===== src/rtl/uart_buffered_tx_pkg.sv =====
// Shared definitions for the buffered UART transmitter: store address,
// default bit timing, FSM state encodings and the write request struct.
package uart_buffered_tx_pkg;

    localparam logic [31:0] UART_ADDR        = 32'h8000_0000;
    localparam int          CLKS_PER_BIT_DEF = 434;  // 50 MHz / 115200

    localparam logic [1:0] ST_IDLE  = 2'd0;
    localparam logic [1:0] ST_START = 2'd1;
    localparam logic [1:0] ST_DATA  = 2'd2;
    localparam logic [1:0] ST_STOP  = 2'd3;

    typedef struct packed {
        logic       wr;
        logic [7:0] dat;
    } tx_req_t;

endpackage


===== src/rtl/uart_buffered_tx_if.sv =====
// Store-side handshake of the buffered UART: byte writes in, status flags out.
interface uart_buffered_tx_if;
    logic       wr_i;
    logic [7:0] dat_i;
    logic       full_o;
    logic       busy_o;
    logic       overflow_o;

    modport master (output wr_i, dat_i, input  full_o, busy_o, overflow_o);
    modport slave  (input  wr_i, dat_i, output full_o, busy_o, overflow_o);
endinterface


===== src/rtl/uart_buffered_tx_fifo.sv =====
// Synchronous FIFO with registered count/full/empty; push when full and
// pop when empty are ignored.
module tx_fifo #(
    parameter int DEPTH = 16,
    parameter int W     = 8
) (
    input  logic                     clk,
    input  logic                     rst,
    input  logic                     push,
    input  logic [W-1:0]             din,
    input  logic                     pop,
    output logic [W-1:0]             dout,
    output logic [$clog2(DEPTH):0]   count,
    output logic                     full,
    output logic                     empty
);
    localparam int              AW       = $clog2(DEPTH);
    localparam logic [AW:0]     FULL_CNT = (AW+1)'(DEPTH);

    logic [W-1:0]  mem [DEPTH];
    logic [AW-1:0] wr_ptr, rd_ptr;
    logic [AW:0]   count_nxt;
    logic          do_push, do_pop;

    // Full is judged on the registered flag, so a pop on the same edge
    // does not make room for a write.
    assign do_push = push && !full;
    assign do_pop  = pop && !empty;
    assign dout    = mem[rd_ptr];

    always_comb begin
        count_nxt = count;
        if (do_push && !do_pop)
            count_nxt = count + 1'b1;
        else if (!do_push && do_pop)
            count_nxt = count - 1'b1;
    end

    always_ff @(posedge clk) begin
        if (rst) begin
            wr_ptr <= '0;
            rd_ptr <= '0;
            count  <= '0;
            full   <= 1'b0;
            empty  <= 1'b1;
        end else begin
            if (do_push) wr_ptr <= wr_ptr + 1'b1;
            if (do_pop)  rd_ptr <= rd_ptr + 1'b1;
            count <= count_nxt;
            full  <= (count_nxt == FULL_CNT);
            empty <= (count_nxt == '0);
        end
    end

    always_ff @(posedge clk) begin
        if (do_push) mem[wr_ptr] <= din;
    end

endmodule


===== src/rtl/uart_buffered_tx.sv =====
// Buffered 8N1 UART transmitter: byte FIFO feeding a start/data/stop FSM,
// back-to-back frames with no idle gap while data is queued.
module uart_buffered_tx
    import uart_buffered_tx_pkg::*;
#(
    parameter int CLKS_PER_BIT = CLKS_PER_BIT_DEF,
    parameter int DEPTH        = 16
) (
    input  logic               clk,
    input  logic               rst,
    uart_buffered_tx_if.slave  bus,
    output logic               uart_tx
);
    localparam int            BW        = (CLKS_PER_BIT > 1) ? $clog2(CLKS_PER_BIT) : 1;
    localparam logic [BW-1:0] BAUD_LAST = BW'(CLKS_PER_BIT - 1);

    tx_req_t                 req;
    logic [7:0]              head;
    logic [$clog2(DEPTH):0]  count;
    logic                    full, empty;

    logic [1:0]    state;
    logic [BW-1:0] baud;
    logic [2:0]    bit_idx;
    logic [7:0]    shift;
    logic          ovf;
    logic          baud_done;
    logic          pop;

    assign req = '{wr: bus.wr_i, dat: bus.dat_i};

    tx_fifo #(.DEPTH(DEPTH), .W(8)) u_fifo (
        .clk   (clk),
        .rst   (rst),
        .push  (req.wr),
        .din   (req.dat),
        .pop   (pop),
        .dout  (head),
        .count (count),
        .full  (full),
        .empty (empty)
    );

    assign baud_done = (baud == BAUD_LAST);
    assign pop = !empty && ((state == ST_IDLE) || (state == ST_STOP && baud_done));

    assign bus.full_o     = full;
    assign bus.busy_o     = (count != '0) || (state != ST_IDLE);
    assign bus.overflow_o = ovf;

    // uart_tx is loaded with the level of the state being entered, so the
    // line changes on the same edge as the state and comes straight off a flop.
    always_ff @(posedge clk) begin
        if (rst) begin
            state   <= ST_IDLE;
            baud    <= '0;
            bit_idx <= '0;
            shift   <= '0;
            uart_tx <= 1'b1;
            ovf     <= 1'b0;
        end else begin
            if (req.wr && full) ovf <= 1'b1;
            case (state)
                ST_IDLE: begin
                    uart_tx <= 1'b1;
                    baud    <= '0;
                    if (pop) begin
                        shift   <= head;
                        state   <= ST_START;
                        uart_tx <= 1'b0;
                    end
                end
                ST_START: begin
                    if (baud_done) begin
                        baud    <= '0;
                        bit_idx <= '0;
                        state   <= ST_DATA;
                        uart_tx <= shift[0];
                    end else begin
                        baud <= baud + 1'b1;
                    end
                end
                ST_DATA: begin
                    if (baud_done) begin
                        baud <= '0;
                        if (bit_idx == 3'd7) begin
                            state   <= ST_STOP;
                            uart_tx <= 1'b1;
                        end else begin
                            bit_idx <= bit_idx + 1'b1;
                            shift   <= shift >> 1;
                            uart_tx <= shift[1];
                        end
                    end else begin
                        baud <= baud + 1'b1;
                    end
                end
                ST_STOP: begin
                    if (baud_done) begin
                        baud <= '0;
                        if (pop) begin
                            shift   <= head;
                            state   <= ST_START;
                            uart_tx <= 1'b0;
                        end else begin
                            state   <= ST_IDLE;
                            uart_tx <= 1'b1;
                        end
                    end else begin
                        baud <= baud + 1'b1;
                    end
                end
                default: begin
                    state   <= ST_IDLE;
                    uart_tx <= 1'b1;
                end
            endcase
        end
    end

endmodule


===== src/flat_wrapper.sv =====
// flat-port wrapper written by rule: the top's interface ports become plain ports
module uart_buffered_tx_flat import uart_buffered_tx_pkg::*;
#(
    parameter int CLKS_PER_BIT = CLKS_PER_BIT_DEF,
    parameter int DEPTH        = 16
)
  (clk, rst, uart_tx, bus_wr_i, bus_dat_i, bus_full_o, bus_busy_o, bus_overflow_o);
  uart_buffered_tx_if bus_i ();
  input  logic clk;
  input  logic rst;
  output logic uart_tx;
  input wire logic [$bits(bus_i.wr_i)-1:0] bus_wr_i;
  input wire logic [$bits(bus_i.dat_i)-1:0] bus_dat_i;
  output wire logic [$bits(bus_i.full_o)-1:0] bus_full_o;
  output wire logic [$bits(bus_i.busy_o)-1:0] bus_busy_o;
  output wire logic [$bits(bus_i.overflow_o)-1:0] bus_overflow_o;
  assign bus_i.wr_i = bus_wr_i;
  assign bus_i.dat_i = bus_dat_i;
  assign bus_full_o = bus_i.full_o;
  assign bus_busy_o = bus_i.busy_o;
  assign bus_overflow_o = bus_i.overflow_o;
  uart_buffered_tx #(.CLKS_PER_BIT(CLKS_PER_BIT), .DEPTH(DEPTH)) u_core (.clk(clk), .rst(rst), .bus(bus_i), .uart_tx(uart_tx));
endmodule

===== config.mk =====
export PLATFORM = sky130hd
export DESIGN_NAME = uart_buffered_tx_flat
export DESIGN_NICKNAME = d
export VERILOG_FILES = /design/src/rtl/uart_buffered_tx_pkg.sv /design/src/rtl/uart_buffered_tx_if.sv /design/src/rtl/uart_buffered_tx_fifo.sv /design/src/rtl/uart_buffered_tx.sv /design/src/flat_wrapper.sv
export SDC_FILE = /design/constraint.sdc
export NUM_CORES = 1
export LEC_CHECK = 0
export CORE_AREA = 10 10 134 161
export CTS_CLUSTER_DIAMETER = 150
export DETAILED_ROUTE_END_ITERATION = 10
export DIE_AREA = 0 0 144 171
export PLACE_DENSITY = 0.51
export SLEW_MARGIN = 20
export SYNTH_ARGS = -nofsm -noshare
export SYNTH_HDL_FRONTEND = slang
export SYNTH_SLANG_ARGS = --single-unit

===== constraint.sdc =====
create_clock -name clk -period 2.5 [get_ports clk]
set_input_delay 0.75 -clock clk [delete_from_list [all_inputs] [get_ports clk]]
set_output_delay 0.75 -clock clk [all_outputs]
set_load 0.005 [all_outputs]

==> impl_results.md <==
- GR Overflow Total: 0
- Post-synth top area share: 53.0%
- Peak supply drop: 0.000518 V
- Seq cells post-synth: 171
- Number of antenna violations at the first check in global routing: 0
- Startpoint Class: flop
- Power Total: 8.49 mW
- Max Buffers Root-to-Sink: 2
- Top cells by area, synth: edfxtp_1, dfxtp_1, mux4_2
- Critical path type: flop to output port
- Vias in the first global route: 4005
- Arrival time worst endpoint: 1660 ps
- CTS tree: built
- Worst slew pin tran: 618 ps
- PortBufs: 14
- Syn Inst Count: 454
- FILL cells: 1566
- RD Place Congestion: 0.759
- Cell variety after synth: 53
- Pre-Repair DR Iteration Count: 4
- Yosys top cell by area: edfxtp_1
- Via count: 3975
- Number of hold violations in the final report: 0
- DP HPWL: 10200 µm
- Io pins: 15
- Drt first-iter violations: 206
- H-tree levels: 4
- Via density: 5.32
- Number of remaining DRC errors: 0
- Status: complete, no violations
- Setup tns final: 0 ps
- Slew margin rel.: 58.7%
- Layout Cells excl Fill: 747
- Chip width: 144 µm
- Num CTS Buffers: 17
- Layout net count: 534
- Worst min-delay path class: flop to flop
- Period minus WS final: 2410 ps
- Area Growth Syn to Fin: 20.6%
- Skew final: 7.72 ps
- Die area: 24600 µm²
- Routed len/inst: 20.1 µm
- Post-synthesis net count: 482
- Synthesized area: 7250 µm²
- Most common cell after layout, fill and taps aside: edfxtp_1
- Largest net degree at the start of global routing: 32
- Async SR Flop Fraction: 0%
- Post-DRT Antenna Nets: 0
- Routed WL: 15000 µm
- Initial cell density of the core: 39.1%
- Leak: 2.97 nW
- Pwr per Cell Area: 971 nW/µm²
- Placed Instances: 713
- Peak Freq: 415 MHz
- Final-report max-slew violation count: 0
- Seq/Total Area, Yosys: 64.9%
- Clock sinks: 171
- Total GRT Usage: 12.9%
- Clk slew on worst S/H paths: 70 ps
- Mean Syn Cell Area: 16.0 µm²
- Area of the multi-input gates: 2380 µm²
- Setup violators final: 0
- Layout cells sized above 1: 21.8%
- YS warnings: 0
- Synth Flop Type: edfxtp_1
- Floorplan row count: 55
- Worst skew pair latency: 430 ps
- Max cap viols: 0
- Period utilization: 96.3%
- EDFF count, synth: 128
- Cts hold-fix bufs: 0
- Antenna diodes: 0
- Layout Utilization: 47.2%
- RSZ-0062 raised after global routing: no
- Register area: 4710 µm²
- CTS root buf: clkbuf_16
- Most frequent cells in the layout: edfxtp_1, dfxtp_1, mux4_2, a21oi_1, nor2_1
- Core Box Area: 18500 µm²
- Die Ht: 171 µm
- First-pass GRT wire length: 23400 µm
- Worst setup EP type: output port
- Worst Path Max Fanout: 5
- WP data required: 1750 ps
layout make-up:
cell class,count,share of cell area [%]
timing repair buffer,54,7.61
tap,228,3.26
clock inverter,15,2.65
clock buffer,17,4.87
multi-input combinational,251,27.2
inverter,11,0.472
sequential,171,53.9
power by group:
| group | internal (mW) | switching, mW | total, mW |
|---|---|---|---|
| Sequential | 3.27 | 0.161 | 3.43 |
| Clock | 1.79 | 1.13 | 2.93 |
| Combinational | 1.06 | 1.07 | 2.13 |
path summary, 6_finish.rpt:
kind	from	slack (ps)	end	cells past startpoint
worst max-delay path	u_core.state[1]	90	bus_busy_o	4
worst max register to register	flop	380	u_core.shift[5]	5
worst min register to register	u_core.bus.overflow_o	470	u_core.bus.overflow_o	2
worst min-delay path	u_core.bus.overflow_o	470	u_core.bus.overflow_o	2
routing by layer:
metal	global-route usage (%)	share of wire (%)
met1	16.3	43
met4	4.40	1.3
met3	2.77	3.4
met5	0	0
met2	21.3	52
flip-flops by register name (all words and copies together) (netlist names), named ones only:
register	count
u_core.u_fifo.wr_ptr	4
u_core.baud	9
u_core.shift	8
u_core.u_fifo.full	1
u_core.uart_tx	1
u_core.bus.overflow_o	1
u_core.u_fifo.count	5
u_core.u_fifo.rd_ptr	4
u_core.bit_idx	3
u_core.state	2
u_core.u_fifo.mem	128
u_core.u_fifo.empty	1
metrics by stage:
| stage | cell area (µm²) | hold slack (ps) | setup WS, ps |
|---|---|---|---|
| final | 8740 | 466 | 92.5 |
| after detailed placement | 8050 | 457 | -181 |
| after global placement | 8050 | 448 | -86.2 |
| after floorplan | 7250 | 433 | 418 |
| after CTS | 8720 | 474 | 11.3 |
| after global routing | 8740 | 504 | 8.85 |
cells in the mapped netlist (8+ instances only):
| cell type | instances |
|---|---|
| edfxtp_1 | 128 |
| dfxtp_1 | 43 |
| o21ai_0 | 16 |
| mux4_2 | 27 |
| mux4_1 | 12 |
| xor2_1 | 8 |
| and2_1 | 19 |
| nand3_1 | 13 |
| a21oi_1 | 24 |
| mux2i_1 | 11 |
| nor2_1 | 23 |
| inv_1 | 10 |
| nand2_1 | 15 |
| ha_1 | 17 |
| clkbuf_1 | 8 |
critical path: stages (launching register included):
cell             delay, ps
dfxtp_2                380
inv_2                   70
ha_4                   180
nand4_1                100
clkdlybuf4s50_1        500
timing repair:
action / in CTS / in global routing
setup buffers: 0 / 2
endpoints found under the setup margin: 1 / 1
gates resized for setup: 5 / 4
hold endpoints to repair: 0 / 0
cells by family (layout without fill, tap and decap cells):
group	after synthesis	after routing	synth area share, %
and+or+nand+nor	109	109	8.41
AOI/OAI and AO/OA	60	60	5.23
buffers and inverters	32	97	2.40
DFF	171	171	64.9
muxes	51	51	14.4
xor gates and xnor gates	14	14	1.69
adders and majority gates	17	17	2.94
Note: power is estimated with default switching activity, not from simulation.
